File: config.mk
export PLATFORM = sky130hd
export DESIGN_NAME = phase_timer
export DESIGN_NICKNAME = d
export VERILOG_FILES = /design/src/rtl/phase_timer.sv
export SDC_FILE = /design/constraint.sdc
export NUM_CORES = 1
export LEC_CHECK = 0
export CAP_MARGIN = 20
export CORE_AREA = 4 4 41 43
export CTS_BUF_LIST = sky130_fd_sc_hd__clkbuf_8
export CTS_CLUSTER_DIAMETER = 200
export DETAILED_ROUTE_END_ITERATION = 7
export DIE_AREA = 0 0 45 47
export PLACE_DENSITY = 0.73
export SLEW_MARGIN = 15
export SYNTH_ARGS = -nofsm -noshare
export SYNTH_HDL_FRONTEND = slang
export SYNTH_SLANG_ARGS = --single-unit
File: constraint.sdc
create_clock -name clk -period 2.2 [get_ports clk]
set_input_delay 0.33 -clock clk [delete_from_list [all_inputs] [get_ports clk]]
set_output_delay 0.33 -clock clk [all_outputs]
set_load 0.005 [all_outputs]
File: src/rtl/phase_timer.sv
// phase_timer: loadable down-counter shared by the SHOW, GAP and INPUT phases.
//   clk     : system clock
//   reset_n : asynchronous reset, active-high
//   ld      : load strobe, count takes ld_val on the next edge
//   ld_val  : value to load
//   zero    : count is 0 (the counter saturates there until reloaded)
module phase_timer #(
  parameter int W = 8
) (
  input  logic         clk,
  input  logic         reset_n,
  input  logic         ld,
  input  logic [W-1:0] ld_val,
  output logic         zero
);

  logic [W-1:0] count_reg;

  always_ff @(posedge clk or posedge reset_n) begin
    if (reset_n) begin
      count_reg <= '0;
    end else if (ld) begin
      count_reg <= ld_val;
    end else if (count_reg != '0) begin
      count_reg <= count_reg - W'(1);
    end
  end

  assign zero = (count_reg == '0);

endmodule

==> tab_implementation.tex, run 1 <==
\begin{tabular}{lr}
\hline
Metric & Value \\
\hline
\multicolumn{2}{l}{\textbf{Run status}} \\
\quad Result of the run & complete, no violations \\
\multicolumn{2}{l}{\textbf{Detailed routing}} \\
\quad Iteration-0 DRC count of the detailed router & 18 \\
\quad Number of vias after detailed routing & 491 \\
\quad First-pass detailed-route iteration total & 4 \\
\quad Count of unresolved DRC violations after routing & 0 \\
\quad Detail-routed via count per cell & 5.580 \\
\quad Final antenna-violating net count & 0 \\
\quad WL/cell & 12.81 microns \\
\quad DRT Wirelength & $\sim$1100 microns \\
\multicolumn{2}{l}{\textbf{Place}} \\
\quad Post-DP HPWL & 815.8 microns \\
\quad IO Port Bufs & 11 \\
\quad Place WS & 71.36 ps \\
\quad Final estimated routing congestion in global placement & between 0.8 and 0.9 \\
\multicolumn{2}{l}{\textbf{GRT}} \\
\quad Via count of the first global-routing pass & $\sim$450 \\
\quad First-pass GRT wire length & 1945 microns \\
\quad Initial antenna violation count & 0 \\
\quad Overflow left after global routing & 0 \\
\quad Largest net degree at the start of global routing & 12 \\
\quad Total global routing track utilization & 0.1320 \\
\multicolumn{2}{l}{\textbf{Setup path}} \\
\quad CP Cell Sequence & inv\_1 -> ha\_1 -> or4b\_4 -> nor2\_2 -> dlygate4sd2\_1 \\
\quad Peak per-stage delay on the critical path & 470 ps \\
\quad Highest fanout seen on the critical path & 3 \\
\quad Signal arrival time at the worst endpoint & 1660 ps \\
\quad Master of the slowest instance on the critical path & sky130\_fd\_sc\_hd\_\_or4b\_4 \\
\quad Kind of capture point of the worst setup path & output pin \\
\quad Startpoint of the worst-slack reg-to-reg timing path & count\_reg[1] \\
\quad Crit path launch & count\_reg[1] \\
\quad CP Class & reg2out \\
\quad Required time of the critical path & roughly 1900 ps \\
\quad Sort of element at the start of the critical path & flip-flop \\
\multicolumn{2}{l}{\textbf{Logic synthesis}} \\
\quad Net Count, Synth & 68 \\
\quad Total standard cell area after synthesis & 496.7 sq um \\
\quad Sequential area share after synthesis & 0.4030 \\
\quad Synthesized area divided by synthesized cell count & between 8 and 9 sq um \\
\quad Total of flip-flops plus latches after synthesis & 8 \\
\quad Mapped Cells & 56 \\
\quad Number of distinct library cells after synthesis & 30 \\
\quad Count of synthesis-stage warnings from yosys & 0 \\
\multicolumn{2}{l}{\textbf{Clocking}} \\
\quad Clock tree sinks & 8 \\
\quad Clk pin slew, worst setup/hold paths & 40 ps \\
\quad CTS tree & yes \\
\quad H-tree levels & 1 \\
\quad Worst-Skew Late Latency & 230 ps \\
\quad Number of clock buffers inserted by TritonCTS & 3 \\
\quad Clock Tree Root & sky130\_fd\_sc\_hd\_\_clkbuf\_8 \\
\quad Clock Path Buffers & 2 \\
\multicolumn{2}{l}{\textbf{Timing}} \\
\quad Period minus WS final & 1993 ps \\
\quad Hold WS & between 300 and 400 ps \\
\quad Slew of the pin with the lowest slew margin & between 500 and 600 ps \\
\quad Max-slew headroom & 0.6064 \\
\quad Fraction of the cycle the final worst path needs & 0.9058 \\
\quad Unrepaired setup endpoints after global routing & false \\
\quad Max Transition Viols Final & 0 \\
\quad Final worst clock skew & 1.195 ps \\
\quad Top achievable clock speed & 501.8 MHz \\
\quad Count of final hold-check violations & 0 \\
\quad Setup violation total in the final timing report & 0 \\
\quad Setup\_tns & 0 ps \\
\quad Worst setup margin & between 200 and 250 ps \\
\multicolumn{2}{l}{\textbf{Worst hold path}} \\
\quad Hold Crit Class & in2async \\
\multicolumn{2}{l}{\textbf{Power}} \\
\quad Internal cell power & approximately 360 uW \\
\quad Net switching fraction of the power & 0.2823 \\
\quad Pleak & 0.3045 nW \\
\quad Power per Cell Area & 705.0 nW/um\^{}2 \\
\quad Sequential cell fraction of total power & 0.380 \\
\quad Largest vdd supply drop & about 460 uV \\
\quad Sw Pwr & 139.7 uW \\
\quad Share of power burned in combinational logic & 0.260 \\
\quad Overall power consumption & between 400 and 500 uW \\
\quad Part of the total power dissipated in the clock network & 0.360 \\
\multicolumn{2}{l}{\textbf{Floorplanning}} \\
\quad Number of ports placed on the die boundary & 12 \\
\quad Core region area & 1301 sq um \\
\quad Starting density of the core & 0.3817 \\
\quad Height of the die & between 40 and 50 microns \\
\quad Overall die width & around 45 microns \\
\quad Full die area & between 2000 and 2500 sq um \\
\quad Number of rows created at floorplan & 13 \\
\multicolumn{2}{l}{\textbf{Layout}} \\
\quad Max reg flops & 8 \\
\quad Growth of design area from synthesis to finish & 41.31\% \\
\quad Most used cells in the layout excluding fill and tap cells & 10 x sky130\_fd\_sc\_hd\_\_clkdlybuf4s50\_1, 8 x sky130\_fd\_sc\_hd\_\_dfrtp\_1, 6 x sky130\_fd\_sc\_hd\_\_buf\_4, 5 x sky130\_fd\_sc\_hd\_\_nor3\_1 \\
\quad Leading cell type in the layout, fill and taps excluded & sky130\_fd\_sc\_hd\_\_clkdlybuf4s50\_1 \\
\quad Number of antenna cells inserted & 0 \\
\quad Share of layout cells above drive strength 1 & 0.1918 \\
\quad Net total in the final layout & 87 \\
\multicolumn{2}{l}{\textbf{Flow run}} \\
\quad Number of maximum-capacitance constraint violations & 0 \\
\hline
\end{tabular}
## synth_stat cells (all sizes together)
| master | instances | area [sq um] |
|---|---|---|
| ha | 1 | 12.51 |
| clkbuf | 1 | 3.750 |
| a22o | 1 | 10.01 |
| dfrtp | 8 | 200.2 |
| a31oi | 2 | 12.51 |
| o31ai | 3 | 22.52 |
| o31a | 1 | 8.760 |
| buf | 2 | 8.750 |
| a21boi | 1 | 7.510 |
| nor3 | 5 | 25.02 |
| o22ai | 1 | 6.260 |
| nor2b | 1 | 6.260 |
| nand2 | 4 | 15.01 |
| o41ai | 1 | 8.760 |
| nor2 | 5 | 21.27 |
| nor4b | 1 | 8.760 |
| a311oi | 1 | 8.760 |
| xnor2 | 2 | 17.52 |
| and3 | 2 | 12.51 |
| o21ai | 2 | 13.76 |
| a21oi | 2 | 10.01 |
| and2b | 1 | 8.760 |
| nand2b | 1 | 6.260 |
| or4b | 1 | 10.01 |
| inv | 4 | 15.01 |
| or3 | 1 | 6.260 |
| a221o | 1 | 10.01 |
## per-layer routing
metal,vias up,wire [microns],GRT usage
li1,240,-,-
met3,2,88,0.04598
met5,-,0,0
met1,229,514,0.1690
met4,0,5,0.07018
met2,20,518,0.1949
## worst paths after layout
kind / end / slack (ps) / cells after the start
max: zero / 210 / 5
max reg2reg: count_reg[1] / 420 / 6
max in group asynchronous: count_reg[0] / 1610 / 2
min reg2reg: count_reg[6] / 580 / 2
min: count_reg[3] / 350 / 2
min in group clk: count_reg[6] / 580 / 2
## critical path, delay by kind of cell, from the launching register on
family	cells	cell delay [ps]
and+or+nand+nor	2	580
adders and majority gates	1	150
DFF	1	390
buffers and inverters	2	320
## logic make-up (layout without fill, tap and decap cells)
| logic type | Yosys count | count (layout) | synth area share |
|---|---|---|---|
| xor+xnor | 2 | 2 | 0.03527 |
| fa+ha+maj | 1 | 1 | 0.02518 |
| simple gates | 22 | 22 | 0.2418 |
| flops | 8 | 8 | 0.4030 |
| buf+inv | 7 | 24 | 0.05538 |
| compound gates | 16 | 16 | 0.2393 |
## power by group through the flow
stage | Clock [mW] | Combinational (mW) | Sequential [mW]
after floorplan | 0 | 0.0775 | 0.186
after global placement | 0 | 0.121 | 0.188
after detailed placement | 0 | 0.122 | 0.189
after CTS | 0.182 | 0.129 | 0.187
after global routing | 0.191 | 0.143 | 0.190
final | 0.178 | 0.129 | 0.188
## layout make-up
class	instances	area, sq um
fill	123	599.3
multi-input combinational	41	272.8
sequential	8	200.2
timing repair buffer	17	153.9
clock buffer	3	41.29
tap	15	18.77
inverter	4	15.01
## through the flow
stage / std cells / area (sq um) / utilization
4_1_cts: 88 / 701.9 / 0.5394
3_5_place_dp: 83 / 643.1 / 0.4942
6_report: 88 / 701.9 / 0.5394
3_3_place_gp: 83 / 643.1 / 0.4942
2_1_floorplan: 56 / 496.7 / -
5_1_grt: 88 / 701.9 / 0.5394
## what timing repair did
action	in CTS	in global routing
resized for setup	2	0
setup buffers	2	0
endpoints found under the hold margin	0	0
hold buffers	0	0
endpoints found under the setup margin	1	0
Note: power is estimated with default switching activity, not from simulation.
==> inputs of run 2 (changes only) <==
Settings changed: SETUP_SLACK_MARGIN set to 0.15.
==> run 2 against run 1 <==
Net effect: critical path depth unchanged; highest routed layer unchanged; sequential cell count unchanged; critical path type unchanged; final cell count unchanged.
==> tab_implementation.tex, run 2 (synthesis results as in run 1) <==
\begin{tabular}{lr}
\hline
Metric & Value \\
\hline
\multicolumn{2}{l}{\textbf{Run status}} \\
\quad Result of the run & complete, no violations (unchanged) \\
\multicolumn{2}{l}{\textbf{Layout}} \\
\quad Leading cell type in the layout, fill and taps excluded & sky130\_fd\_sc\_hd\_\_clkdlybuf4s50\_1 (unchanged) \\
\quad Number of antenna cells inserted & 0 (unchanged) \\
\quad Growth of design area from synthesis to finish & 42.32\% (was 41.31\%) \\
\quad Share of layout cells above drive strength 1 & 0.2055 (was 0.1918) \\
\quad Area of all sequential standard cells & 200.2 sq um (unchanged) \\
\quad Area used by multi-input combinational logic & 277.8 sq um (was 272.8 sq um) \\
\quad FILL cells & 122 (was 123) \\
\quad Most used cells in the layout excluding fill and tap cells & 10 x sky130\_fd\_sc\_hd\_\_clkdlybuf4s50\_1, 8 x sky130\_fd\_sc\_hd\_\_dfrtp\_1, 6 x sky130\_fd\_sc\_hd\_\_buf\_4, 5 x sky130\_fd\_sc\_hd\_\_nor3\_1 (unchanged) \\
\quad Net total in the final layout & 87 (unchanged) \\
\quad Max reg flops & 8 (unchanged) \\
\multicolumn{2}{l}{\textbf{Setup path}} \\
\quad CP Class & reg2out (unchanged) \\
\quad Signal arrival time at the worst endpoint & 1650 ps (was 1660 ps) \\
\quad Sort of element at the start of the critical path & flip-flop (unchanged) \\
\quad Highest fanout seen on the critical path & 2 (was 3) \\
\quad Crit path to & zero (unchanged) \\
\quad Capture instance of the worst register-to-register path & count\_reg[1] (unchanged) \\
\quad Setup slack of the most critical reg-to-reg path & 430 ps (was 420 ps) \\
\quad Crit path launch & count\_reg[0] (was count\_reg[1]) \\
\quad Required time of the critical path & 1870 ps (about the same) \\
\quad Length in cells of the worst reg-to-reg path & 6 (unchanged) \\
\quad Kind of capture point of the worst setup path & output pin (unchanged) \\
\quad Startpoint of the worst-slack reg-to-reg timing path & count\_reg[0] (was count\_reg[1]) \\
\multicolumn{2}{l}{\textbf{Flow run}} \\
\quad Number of maximum-capacitance constraint violations & 0 (unchanged) \\
\multicolumn{2}{l}{\textbf{Clocking}} \\
\quad Clk pin slew, worst setup/hold paths & 40 ps (about the same) \\
\quad Hold-fix buffer count after cts & 0 (unchanged) \\
\quad CTS tree & yes (unchanged) \\
\quad Clock Tree Root & sky130\_fd\_sc\_hd\_\_clkbuf\_8 (unchanged) \\
\quad Clock tree sinks & 8 (unchanged) \\
\quad H-tree levels & 1 (unchanged) \\
\quad Clock Path Buffers & 2 (unchanged) \\
\quad Number of clock buffers inserted by TritonCTS & 3 (unchanged) \\
\quad Worst-Skew Late Latency & 230 ps (about the same) \\
\multicolumn{2}{l}{\textbf{GRT}} \\
\quad Total global routing track utilization & 0.1320 (unchanged) \\
\quad Initial antenna violation count & 0 (unchanged) \\
\quad First-pass GRT wire length & 1945 microns (unchanged) \\
\quad Overflow left after global routing & 0 (unchanged) \\
\quad Largest net degree at the start of global routing & 12 (unchanged) \\
\quad Via count of the first global-routing pass & 451 (unchanged) \\
\multicolumn{2}{l}{\textbf{Detailed routing}} \\
\quad Final antenna-violating net count & 0 (unchanged) \\
\quad Count of unresolved DRC violations after routing & 0 (unchanged) \\
\quad Iteration-0 DRC count of the detailed router & 18 (unchanged) \\
\quad DRT Wirelength & 1116 microns (was 1127 microns) \\
\quad Number of vias after detailed routing & 476 (was 491) \\
\quad WL/cell & 12.68 microns (was 12.81 microns) \\
\quad Detail-routed via count per cell & 5.409 (was 5.580) \\
\quad First-pass detailed-route iteration total & 4 (unchanged) \\
\multicolumn{2}{l}{\textbf{Timing}} \\
\quad Max-slew headroom & 0.6020 (was 0.6064) \\
\quad Final worst clock skew & 2.073 ps (was 1.195 ps) \\
\quad Period minus WS final & 1984 ps (was 1993 ps) \\
\quad Fraction of the cycle the final worst path needs & 0.9017 (was 0.9058) \\
\quad Worst setup margin & 216.3 ps (was 207.3 ps) \\
\quad Slew of the pin with the lowest slew margin & 588.7 ps (was 582.3 ps) \\
\quad Setup violation total in the final timing report & 0 (unchanged) \\
\quad Max Transition Viols Final & 0 (unchanged) \\
\quad Top achievable clock speed & 504.1 MHz (was 501.8 MHz) \\
\quad Count of final hold-check violations & 0 (unchanged) \\
\quad Setup\_tns & 0 ps (unchanged) \\
\quad Unrepaired setup endpoints after global routing & false (unchanged) \\
\multicolumn{2}{l}{\textbf{Place}} \\
\quad IO Port Bufs & 11 (unchanged) \\
\quad Final estimated routing congestion in global placement & 0.8108 (unchanged) \\
\quad Post-DP HPWL & 815.8 microns (unchanged) \\
\quad Place WS & 71.36 ps (unchanged) \\
\multicolumn{2}{l}{\textbf{Floorplanning}} \\
\quad Core region area & 1301 sq um (unchanged) \\
\quad Full die area & 2115 sq um (unchanged) \\
\quad Number of rows created at floorplan & 13 (unchanged) \\
\quad Number of ports placed on the die boundary & 12 (unchanged) \\
\quad Starting density of the core & 0.3817 (unchanged) \\
\quad Overall die width & 45 microns (unchanged) \\
\quad Height of the die & 47 microns (unchanged) \\
\multicolumn{2}{l}{\textbf{Worst hold path}} \\
\quad Hold Crit Class & in2async (unchanged) \\
\multicolumn{2}{l}{\textbf{Power}} \\
\quad Power per Cell Area & 700.6 nW/um\^{}2 (was 705.0 nW/um\^{}2) \\
\quad Pleak & 0.3038 nW (was 0.3045 nW) \\
\quad Largest vdd supply drop & 459.5 uV (was 460.3 uV) \\
\hline
\end{tabular}
-- run 2: changes by cell type in the layout (fill, tap and decap cells not counted) --
cell,change
sky130_fd_sc_hd__inv_2,+1
sky130_fd_sc_hd__nor2_4,+1
sky130_fd_sc_hd__inv_1,-1
sky130_fd_sc_hd__nor2_2,-1
-- run 2: worst max-delay path: stages (launching register included) --
cell and delay [ps]:
sky130_fd_sc_hd__dfrtp_1 380, sky130_fd_sc_hd__inv_1 80, sky130_fd_sc_hd__ha_1 160, sky130_fd_sc_hd__or4b_4 480
sky130_fd_sc_hd__nor2_4 100, sky130_fd_sc_hd__dlygate4sd2_1 230
-- run 2: where the power goes --
| group | internal, mW | leakage [nW] | switching [mW] |
|---|---|---|---|
| Combinational | 0.0695 | 0.187 | 0.0601 |
| Clock | 0.119 | 0.0216 | 0.0584 |
| Sequential | 0.167 | 0.0950 | 0.0215 |
-- run 2: repair_timing --
action                                  4_1_cts  5_1_grt
resized for setup                             2        2
buffers inserted                              2        0
endpoints found under the setup margin        1        1
pin swaps                                     1        0
-- run 2: cell type report --
class / count / area share
Tap cell: 15 / 0.02655
Multi-Input combinational cell: 41 / 0.3929
Sequential cell: 8 / 0.2832
Inverter: 4 / 0.02124
Clock buffer: 3 / 0.05841
Timing Repair Buffer: 17 / 0.2177
-- run 2: how the worst min path moves through the flow --
stage / from / to / depth (start not counted)
floorplan: reset_n / count_reg[0] / 1
global placement: count_reg[6] / count_reg[6] / 2
detailed placement: count_reg[6] / count_reg[6] / 2
CTS: reset_n / count_reg[2] / 2
global route: reset_n / count_reg[2] / 2
finish: reset_n / count_reg[3] / 2
-- run 2: per-stage QoR --
stage	area (sq um)	hold WS (ps)	utilization	power (mW)	std cells
2_1_floorplan	496.7	145.7	-	0.2638	56
3_3_place_gp	643.1	569.5	0.4942	0.3090	83
3_5_place_dp	643.1	577.1	0.4942	0.3106	83
4_1_cts	701.9	365.2	0.5394	0.4975	88
5_1_grt	706.9	383.7	0.5433	0.5252	88
6_report	706.9	349.2	0.5433	0.4953	88
-- run 2: layer usage --
layer	vias to the layer above	track usage	share of wire
met5	-	0	0
met4	0	0.07018	0.0045
met3	2	0.04598	0.056
met2	12	0.1949	0.47
met1	221	0.1690	0.47
li1	241	-	-
